--- src/rtl/secded_scrubber_if.sv ---
// Memory-side port of the SECDED scrubber.
// The scrubber is the master and Data_Memory is the slave.
interface secded_scrubber_if #(
  parameter int ADDR_W = 6
);
  logic              mem_re;
  logic              mem_we;
  logic [ADDR_W-1:0] mem_addr;
  logic [38:0]       mem_rdata;
  logic [38:0]       mem_wdata;

  modport master (
    output mem_re,
    output mem_we,
    output mem_addr,
    output mem_wdata,
    input  mem_rdata
  );

  modport slave (
    input  mem_re,
    input  mem_we,
    input  mem_addr,
    input  mem_wdata,
    output mem_rdata
  );
endinterface

--- src/rtl/secded_scrubber.sv ---
// Background SECDED scrubber for Data_Memory.
// It reads, corrects and writes back words, yielding to the core.
module secded_scrubber #(
  parameter int ADDR_W   = 6,
  parameter int DEPTH    = 64,
  parameter int INTERVAL = 16,
  parameter int CNT_W    = 16
) (
  input  logic              clk,
  input  logic              rst_in,
  input  logic              i_scrub_en,
  input  logic              i_core_req,
  input  logic              i_core_we,
  input  logic [ADDR_W-1:0] i_core_addr,
  secded_scrubber_if.master mem,
  output logic [CNT_W-1:0]  o_ce_count,
  output logic [CNT_W-1:0]  o_ue_count,
  output logic              o_ue_flag,
  output logic [ADDR_W-1:0] o_ue_addr,
  input  logic              i_ue_clear,
  output logic              o_pass_done
);

  localparam int WW = (INTERVAL > 1) ? $clog2(INTERVAL) : 1;

  typedef enum logic [2:0] {
    S_IDLE,
    S_WAIT,
    S_READ,
    S_CHECK,
    S_WRITE,
    S_ADVANCE
  } state_t;

  state_t            r_state;
  state_t            w_next;
  logic [WW-1:0]     r_wcnt;
  logic [ADDR_W-1:0] r_addr;
  logic [38:0]       r_wdata;
  logic [CNT_W-1:0]  r_ce;
  logic [CNT_W-1:0]  r_ue;
  logic              r_ue_flag;
  logic [ADDR_W-1:0] r_ue_addr;

  logic [5:0]        w_syn;
  logic              w_par;
  logic [38:0]       w_fix;
  logic              w_ce;
  logic              w_ue;
  logic              w_re;
  logic              w_we;
  logic              w_hit;
  logic              w_last;

  assign w_hit  = i_core_we && (i_core_addr == r_addr);
  assign w_last = (r_addr == ADDR_W'(DEPTH - 1));

  // Syndrome/parity decode and single-bit correction of the read word
  always_comb begin
    w_syn = '0;
    for (int i = 1; i < 39; i++) begin
      if (mem.mem_rdata[i]) w_syn = w_syn ^ 6'(i);
    end
    w_par = ^mem.mem_rdata;
    w_fix = mem.mem_rdata;
    if (w_par) begin
      if (w_syn == 6'd0) begin
        w_fix[0] = ~w_fix[0];
      end else begin
        for (int i = 1; i < 39; i++) begin
          if (w_syn == 6'(i)) w_fix[i] = ~w_fix[i];
        end
      end
    end
    w_ce = w_par && (w_syn <= 6'd38);
    w_ue = (w_par && (w_syn > 6'd38)) ||
           (!w_par && (w_syn != 6'd0));
  end

  // Next state and strobes; strobes yield to the core and to reset
  always_comb begin
    w_next = r_state;
    w_re   = 1'b0;
    w_we   = 1'b0;
    unique case (r_state)
      S_IDLE: begin
        if (i_scrub_en) w_next = S_WAIT;
      end
      S_WAIT: begin
        if (!i_scrub_en) begin
          w_next = S_IDLE;
        end else if (r_wcnt == WW'(INTERVAL - 1)) begin
          w_next = S_READ;
        end
      end
      S_READ: begin
        if (!i_core_req) begin
          w_re   = !rst_in;
          w_next = S_CHECK;
        end
      end
      S_CHECK: begin
        if (w_ce && !w_ue && !w_hit) w_next = S_WRITE;
        else                         w_next = S_ADVANCE;
      end
      S_WRITE: begin
        if (w_hit) begin
          w_next = S_ADVANCE;
        end else if (!i_core_req) begin
          w_we   = !rst_in;
          w_next = S_ADVANCE;
        end
      end
      S_ADVANCE: begin
        w_next = i_scrub_en ? S_WAIT : S_IDLE;
      end
      default: w_next = S_IDLE;
    endcase
  end

  // State register
  always_ff @(posedge clk) begin
    if (rst_in) r_state <= S_IDLE;
    else        r_state <= w_next;
  end

  // Address, wait counter, write-back word and error log
  always_ff @(posedge clk) begin
    if (rst_in) begin
      r_wcnt    <= '0;
      r_addr    <= '0;
      r_wdata   <= '0;
      r_ce      <= '0;
      r_ue      <= '0;
      r_ue_flag <= 1'b0;
      r_ue_addr <= '0;
    end else begin
      r_wcnt <= (r_state == S_WAIT) ? r_wcnt + 1'b1 : '0;
      if (r_state == S_ADVANCE) begin
        r_addr <= w_last ? '0 : r_addr + 1'b1;
      end
      if (r_state == S_CHECK && w_ce && !w_ue) begin
        r_wdata <= w_fix;
        if (r_ce != '1) r_ce <= r_ce + 1'b1;
      end
      if (i_ue_clear) begin
        r_ue_flag <= 1'b0;
        r_ue_addr <= '0;
      end
      if (r_state == S_CHECK && w_ue) begin
        if (r_ue != '1) r_ue <= r_ue + 1'b1;
        r_ue_flag <= 1'b1;
        if (!r_ue_flag || i_ue_clear) r_ue_addr <= r_addr;
      end
    end
  end

  assign mem.mem_re    = w_re;
  assign mem.mem_we    = w_we;
  assign mem.mem_addr  = r_addr;
  assign mem.mem_wdata = r_wdata;
  assign o_ce_count    = r_ce;
  assign o_ue_count    = r_ue;
  assign o_ue_flag     = r_ue_flag;
  assign o_ue_addr     = r_ue_addr;
  assign o_pass_done   = (r_state == S_ADVANCE) && w_last;

endmodule
--- src/flat_wrapper.sv ---
// flat-port wrapper written by rule: the top's interface ports become plain ports
module secded_scrubber_flat 
#(
  parameter int ADDR_W   = 6,
  parameter int DEPTH    = 64,
  parameter int INTERVAL = 16,
  parameter int CNT_W    = 16
)
  (clk, rst_in, i_scrub_en, i_core_req, i_core_we, i_core_addr, o_ce_count, o_ue_count, o_ue_flag, o_ue_addr, i_ue_clear, o_pass_done, mem_mem_re, mem_mem_we, mem_mem_addr, mem_mem_wdata, mem_mem_rdata);
  secded_scrubber_if #(.ADDR_W(ADDR_W)) mem_i ();
  input  logic clk;
  input  logic rst_in;
  input  logic i_scrub_en;
  input  logic i_core_req;
  input  logic i_core_we;
  input  logic [ADDR_W-1:0] i_core_addr;
  output logic [CNT_W-1:0] o_ce_count;
  output logic [CNT_W-1:0] o_ue_count;
  output logic o_ue_flag;
  output logic [ADDR_W-1:0] o_ue_addr;
  input  logic i_ue_clear;
  output logic o_pass_done;
  output wire logic [$bits(mem_i.mem_re)-1:0] mem_mem_re;
  output wire logic [$bits(mem_i.mem_we)-1:0] mem_mem_we;
  output wire logic [$bits(mem_i.mem_addr)-1:0] mem_mem_addr;
  output wire logic [$bits(mem_i.mem_wdata)-1:0] mem_mem_wdata;
  input wire logic [$bits(mem_i.mem_rdata)-1:0] mem_mem_rdata;
  assign mem_mem_re = mem_i.mem_re;
  assign mem_mem_we = mem_i.mem_we;
  assign mem_mem_addr = mem_i.mem_addr;
  assign mem_mem_wdata = mem_i.mem_wdata;
  assign mem_i.mem_rdata = mem_mem_rdata;
  secded_scrubber #(.ADDR_W(ADDR_W), .DEPTH(DEPTH), .INTERVAL(INTERVAL), .CNT_W(CNT_W)) u_core (.clk(clk), .rst_in(rst_in), .i_scrub_en(i_scrub_en), .i_core_req(i_core_req), .i_core_we(i_core_we), .i_core_addr(i_core_addr), .mem(mem_i), .o_ce_count(o_ce_count), .o_ue_count(o_ue_count), .o_ue_flag(o_ue_flag), .o_ue_addr(o_ue_addr), .i_ue_clear(i_ue_clear), .o_pass_done(o_pass_done));
endmodule
--- config.mk ---
export PLATFORM = sky130hd
export DESIGN_NAME = secded_scrubber_flat
export DESIGN_NICKNAME = d
export VERILOG_FILES = /design/src/rtl/secded_scrubber_if.sv /design/src/rtl/secded_scrubber.sv /design/src/flat_wrapper.sv
export SDC_FILE = /design/constraint.sdc
export NUM_CORES = 1
export LEC_CHECK = 0
export ABC_AREA = 1
export CAP_MARGIN = 25
export CELL_PAD_IN_SITES_DETAIL_PLACEMENT = 0
export CELL_PAD_IN_SITES_GLOBAL_PLACEMENT = 1
export CORE_MARGIN = 10
export CORE_UTILIZATION = 38
export DETAILED_ROUTE_END_ITERATION = 8
export GPL_TIMING_DRIVEN = 0
export MAX_ROUTING_LAYER = met4
export PLACE_DENSITY = 0.95
export SYNTH_ARGS = -nofsm -noshare
export SYNTH_HDL_FRONTEND = slang
export SYNTH_SLANG_ARGS = --single-unit
--- constraint.sdc ---
create_clock -name clk -period 3.1 [get_ports clk]
set_input_delay 0.31 -clock clk [delete_from_list [all_inputs] [get_ports clk]]
set_output_delay 0.31 -clock clk [all_outputs]
set_load 0.01 [all_outputs]
Yosys cells after proc, flatten, opt, wreduce, memory -nomap -nowiden
Index checks and enable logic that the tools add are counted.
W data, S select, Z words.

word-level totals
  bits in latches = 0
  bits in writable memories = 0
  word-level logic and storage cells = 267
  memories = 0
  bits of input ports = 51
  bits in read-only memories = 0
  output and inout bits = 87
  register bits after elaboration = 91

cells by class
  reductions and logical operators = 26
  multiplexer cells = 98
  shift-type cells = 0
  bitwise gates (word level) = 77
  divide/modulo/power cells = 0
  $lt $le $gt $ge = 2
  $add $sub $neg = 4
  $mul = 0
  eq/ne operators = 52

operator list
  cell                     number
  $eq A6 B5 Y1 const B     16
  $mux W5                  16
  $mux W6                  11
  $eq A6 B4 Y1 const B     8
  $eq A6 B6 Y1 const B     8
  $mux W1                  48
  $not A1 Y1               40
  $mux W39                 1
  $not A3 Y3               13
  $reduce_xor A39 Y1       1
  $mux W38                 1
  $add A16 B1 Y16 const B  2
  $mux W4                  8
  $ne A16 B16 Y1 const B   2
  $mux W3                  10
  $not A2 Y2               13
  $eq A6 B3 Y1 const B     4
  $not A4 Y4               5
  $pmux W3 S6              1
  $eq A6 B2 Y1 const B     2
  $logic_and A1 B1 Y1      10
  $add A6 B1 Y6 const B    1
  $eq A3 B2 Y1 const B     2
  $eq A3 B3 Y1 const B     2
  21 further kinds         34

Longest topological paths before layout
  depth after elaboration = 78
  gate-level depth with buffers = 21
  gate-level depth less buffers = 20

Worst setup path after synthesis
No wires, ideal clock.

  path type = input to register
  from = input port mem_mem_rdata[31]
  to = register u_core.r_ue[6], in the netlist u_core.o_ue_count[6]
  setup slack = 1.015 ns
  setup time = 0.132 ns
  data required time = 2.968 ns
  arrival = 1.953 ns
  buffers on the path = 1
  stages = 21
  cell sequence = inv_2 > nand2_1 > nand2_1 > nand2_1 > nand2_2 > inv_2 > nand2_1 > nand2_1 > nand2_1 > nand2_1 > nand2_1 > nand2_1 > nor2_2 > nand2_1 > nand3_2 > nand2_1 > nor2_4 > nand3_2 > buf_4 > nand2_1 > a21oi_1

on the way
  cells in the longest elaborated chain, start to end = 16
  elaborated cells on any way between the ends = 23
  those cells by class = 1 x order compare; 8 x mux; 6 x bitwise; 8 x reduce/logical

RTL lines
  item                                                       line                                          source
  from (decl)                                                flat_wrapper.sv:27                            input wire logic [$bits(mem_i.mem_rdata)-1:0] mem_mem_rdata;
  $mux W5                                                    secded_scrubber.sv:62                         if (mem.mem_rdata[i]) w_syn = w_syn ^ 6'(i);
  $mux W6                                                    secded_scrubber.sv:62
  $not A2 Y2 (no line) / $mux W6 (equally long branches)     n/a
  $mux W6 / $not A2 Y2 (equally long branches)               n/a
  $mux W6                                                    secded_scrubber.sv:62
  $not A3 Y3 (no line) / $not A2 Y2 (equally long branches)  n/a
  $mux W6                                                    secded_scrubber.sv:62
  $mux W6 / $not A3 Y3 (equally long branches)               n/a
  $not A3 Y3 (no line) / $mux W6 (equally long branches)     n/a
  $mux W6 / $not A3 Y3 (equally long branches)               n/a
  $mux W6                                                    secded_scrubber.sv:62
  $gt A6 B6 Y1 / $reduce_bool A6 Y1 (equally long branches)  secded_scrubber.sv:76, secded_scrubber.sv:77
  $logic_and A1 B1 Y1 (on tied branches)                     secded_scrubber.sv:76, secded_scrubber.sv:77
  $logic_or A1 B1 Y1 *                                       secded_scrubber.sv:76                         w_ue = (w_par && (w_syn > 6'd38)) ||
  $logic_and A1 B1 Y1 *                                      secded_scrubber.sv:150                        if (r_state == S_CHECK && w_ue) begin
  $reduce_and A2 Y1 (no line) *                              n/a
  to (signal assigned)                                       secded_scrubber.sv:151                        if (r_ue != '1) r_ue <= r_ue + 1'b1;
  to (decl)                                                  secded_scrubber.sv:41                         logic [CNT_W-1:0] r_ue;

Every way passes the cells marked *; elsewhere a longest branch is shown, timed or not.
A chain may end at the register's enable or synchronous reset.

Worst setup path after layout
  from = input port rst_in
  to = output port mem_mem_we

on the way
  cells in the longest elaborated chain, start to end = 4

RTL lines
  item              line                    source
  from (decl)       flat_wrapper.sv:12      input logic rst_in;
  $logic_not A1 Y1  secded_scrubber.sv:110  w_we = !rst_in;
  $mux W1           secded_scrubber.sv:109  end else if (!i_core_req) begin
  $mux W1           secded_scrubber.sv:107  if (w_hit) begin
  $mux W1           secded_scrubber.sv:85   unique case (r_state)
  to (decl)         flat_wrapper.sv:24      output wire logic [$bits(mem_i.mem_we)-1:0] mem_mem_we;

No other way between the ends.

==> metrics.txt <==
status=complete, no violations; port bufs=137; worst-skew pair later-pin latency=350 ps; Final Max Slew Viols=0; core area=about 16,000 µm²; Critical Path Start=rst_in; # rows=between 40 and 50; CTS tree=yes; ys async rst share=0%; routed len/inst=14.6 µm; H-tree depth=3; register area share after synthesis=29.7%; endpoint type of the worst setup path=primary output; largest buffer count on any clock path=2; worst min-delay path class=reg -> reg; RR Startpoint=u_core.o_ue_count[0]$_SDFFE_PP0P_; fmax=around 0.35 GHz; clk sinks=91; maxcap violations=0; DRC violations left=0; n_diodes=0; dpl cells=~1,300; worst-case reg-to-reg path depth=8; post-cts hold buffer count=0; Startpoint Class=primary input; vias in the first global route=about 6,300; Final GP Congestion=approximately 0.91; Main synth FF type=dfxtp_1; Worst Skew=~10 ps; Avg Cell Area, Syn=about 6.3 µm²; Final Hold Vio Count=0; antenna violations before repair=0; Non-Filler Instances=between 1,000 and 1,500; largest net degree at the start of global routing=16; Area growth syn-to-layout=32.0%; global-route wire length before repair=approximately 32,000 µm; Final min period=between 2000 and 3000 ps; Final setup violation count=0; flop2flop setup slack=about 670 ps; Yosys reg bits=between 90 and 100; pwr dens=about 380 nW/µm²; Layout Utilization=between 50% and 60%; syn_nets=slightly above 1,000; synthesis warning total=0; DIE AREA=between 20,000 and 25,000 µm²; cts bufs inserted=9; layout cells sized above 1=about 6.0%; Worst EP required=approximately 2800 ps; Post-synth EDFFs=0; vias per inst=about 5; Final Cell Area=8100 µm²; Final nets=between 1,000 and 1,500; CTS clk-pin slew, worst paths=approximately 70 ps; Placement Cell Area=a little under 8000 µm²; most frequent cells in the layout=331 x nand2_1, 136 x clkdlybuf4s50_1, 91 x dfxtp_1; most common cell after layout, fill and taps aside=nand2_1; HPWL after DPL=around 16,000 µm; grt total ovfl=0; Routed Antenna Nets=0; fin crit share=92.0%; DRT Wirelength=roughly 20,000 µm; Mapped Cells=just under 1,000; Starting DRT DRC Count=296; slew margin rel.=58.0%; I/O pin cnt=about 140; CP endpoint=mem_mem_we; Syn Std Cell Area=about 6100 µm²; Worst EP arrival=2540 ps; Tot GR Track Use=between 10% and 20%; via count=around 6,600; worst reg2reg endpoint=u_core.o_ue_count[11]$_SDFFE_PP0P_; Worst Path Max Fanout=10; CTS root buffer=clkbuf_16; RSZ-0062 raised after global routing=false; DR pass1 iterations=5; Yosys cell types=29; die width=147 µm; Initial Util=38.8%; worst-case vdd ir drop=about 210 µV; die height=about 150 µm; P_leak=between 3 and 4 nW; Crit Path Class=in -> out; Worst Tran Pin Value=630 ps
==> worst min path at each step <==
| stage | from | to | slack, ps | depth (start not counted) |
|---|---|---|---|---|
| final | u_core.r_wcnt[0]$_SDFF_PP0_ | u_core.r_wcnt[0]$_SDFF_PP0_ | 450 | 1 |
| after global routing | u_core.r_wcnt[0]$_SDFF_PP0_ | u_core.r_wcnt[0]$_SDFF_PP0_ | 480 | 1 |
| after global placement | u_core.r_wcnt[0]$_SDFF_PP0_ | u_core.r_wcnt[0]$_SDFF_PP0_ | 430 | 1 |
| after detailed placement | u_core.r_wcnt[0]$_SDFF_PP0_ | u_core.r_wcnt[0]$_SDFF_PP0_ | 440 | 1 |
| after floorplan | u_core.r_wcnt[0]$_SDFF_PP0_ | u_core.r_wcnt[0]$_SDFF_PP0_ | 420 | 1 |
| after CTS | u_core.r_wcnt[0]$_SDFF_PP0_ | u_core.r_wcnt[0]$_SDFF_PP0_ | 450 | 1 |
==> registers in the layout (all words and copies together), names as in the netlist <==
register              cells
u_core.mem.mem_addr       6
u_core.mem.mem_wdata     39
u_core.o_ce_count        16
u_core.o_ue_addr          6
u_core.o_ue_count        16
u_core.o_ue_flag          1
u_core.r_state            3
u_core.r_wcnt             4
==> layout make-up <==
class / count / area [µm²]
clock buffers: 11 / 233
fillers: 1613 / 7730
flip-flops and latches: 91 / 1820
multi-input cells: 761 / 3810
plain buffers: 27 / 146
repair buffers: 138 / 1380
clock inverters: 5 / 62.6
well taps: 216 / 270
inverters: 98 / 368
==> synthesized netlist by cell type (4+ instances only) <==
library cell,number,area (µm²)
clkbuf_1,12,45.0
dfxtp_1,91,1820
nand3b_1,5,37.5
nand2_2,6,37.5
ha_1,4,50.1
o21ai_0,54,270
a21oi_1,85,425
buf_2,9,45.0
nand3_1,62,310
xor2_1,69,604
nand3_2,6,60.1
nor2_1,66,248
inv_2,17,63.8
nand2_1,331,1240
nand4_1,21,131
nor4_1,5,31.3
xnor2_1,21,184
nor3_1,14,70.1
inv_1,81,304
==> per-layer routing <==
layer / global-route usage (%) / wire (µm) / up-vias
li1: - / - / 3433
met1: 22.6 / 8980 / 3012
met2: 30.1 / 9260 / 169
met3: 2.40 / 1010 / 25
met4: 6.19 / 406 / 0
met5: - / 0 / -
==> power by group <==
group          internal (mW)  total (mW)  switching, mW
combinational          0.253       0.737          0.484
sequential              1.18        1.20         0.0124
clock                  0.630        1.11          0.475
==> cells by family after synthesis <==
kind of cell	after synthesis	share of synthesized area, %
compound gates	143	12.0
flops	91	29.7
fa+ha+maj	4	0.816
simple gates	524	36.3
xor+xnor	90	12.8
buf+inv	125	8.38
==> worst max-delay path: stages <==
cell and delay [ps]:
clkdlybuf4s50_1 470, inv_1 110, clkbuf_1 340, clkbuf_1 420
nand2_1 130, nor2_1 180, clkdlybuf4s50_1 580
==> metrics by stage <==
| step | hold slack (ps) | worst slack, ps | TNS, ps | total power, mW |
|---|---|---|---|---|
| floorplan | 418 | 1010 | 0 | 1.71 |
| global placement | 432 | -72.8 | -867 | 1.95 |
| detailed placement | 437 | -67.8 | -1320 | 1.95 |
| CTS | 453 | 239 | 0 | 3.05 |
| global route | 477 | 0.890 | 0 | 3.20 |
| finish | 449 | 247 | 0 | 3.04 |
==> timing repair <==
action                                  CTS  global route
endpoints found under the setup margin    0            10
gates resized for setup                   0             3
buffers inserted                          0             1
Power figures use the tool's default switching activity.
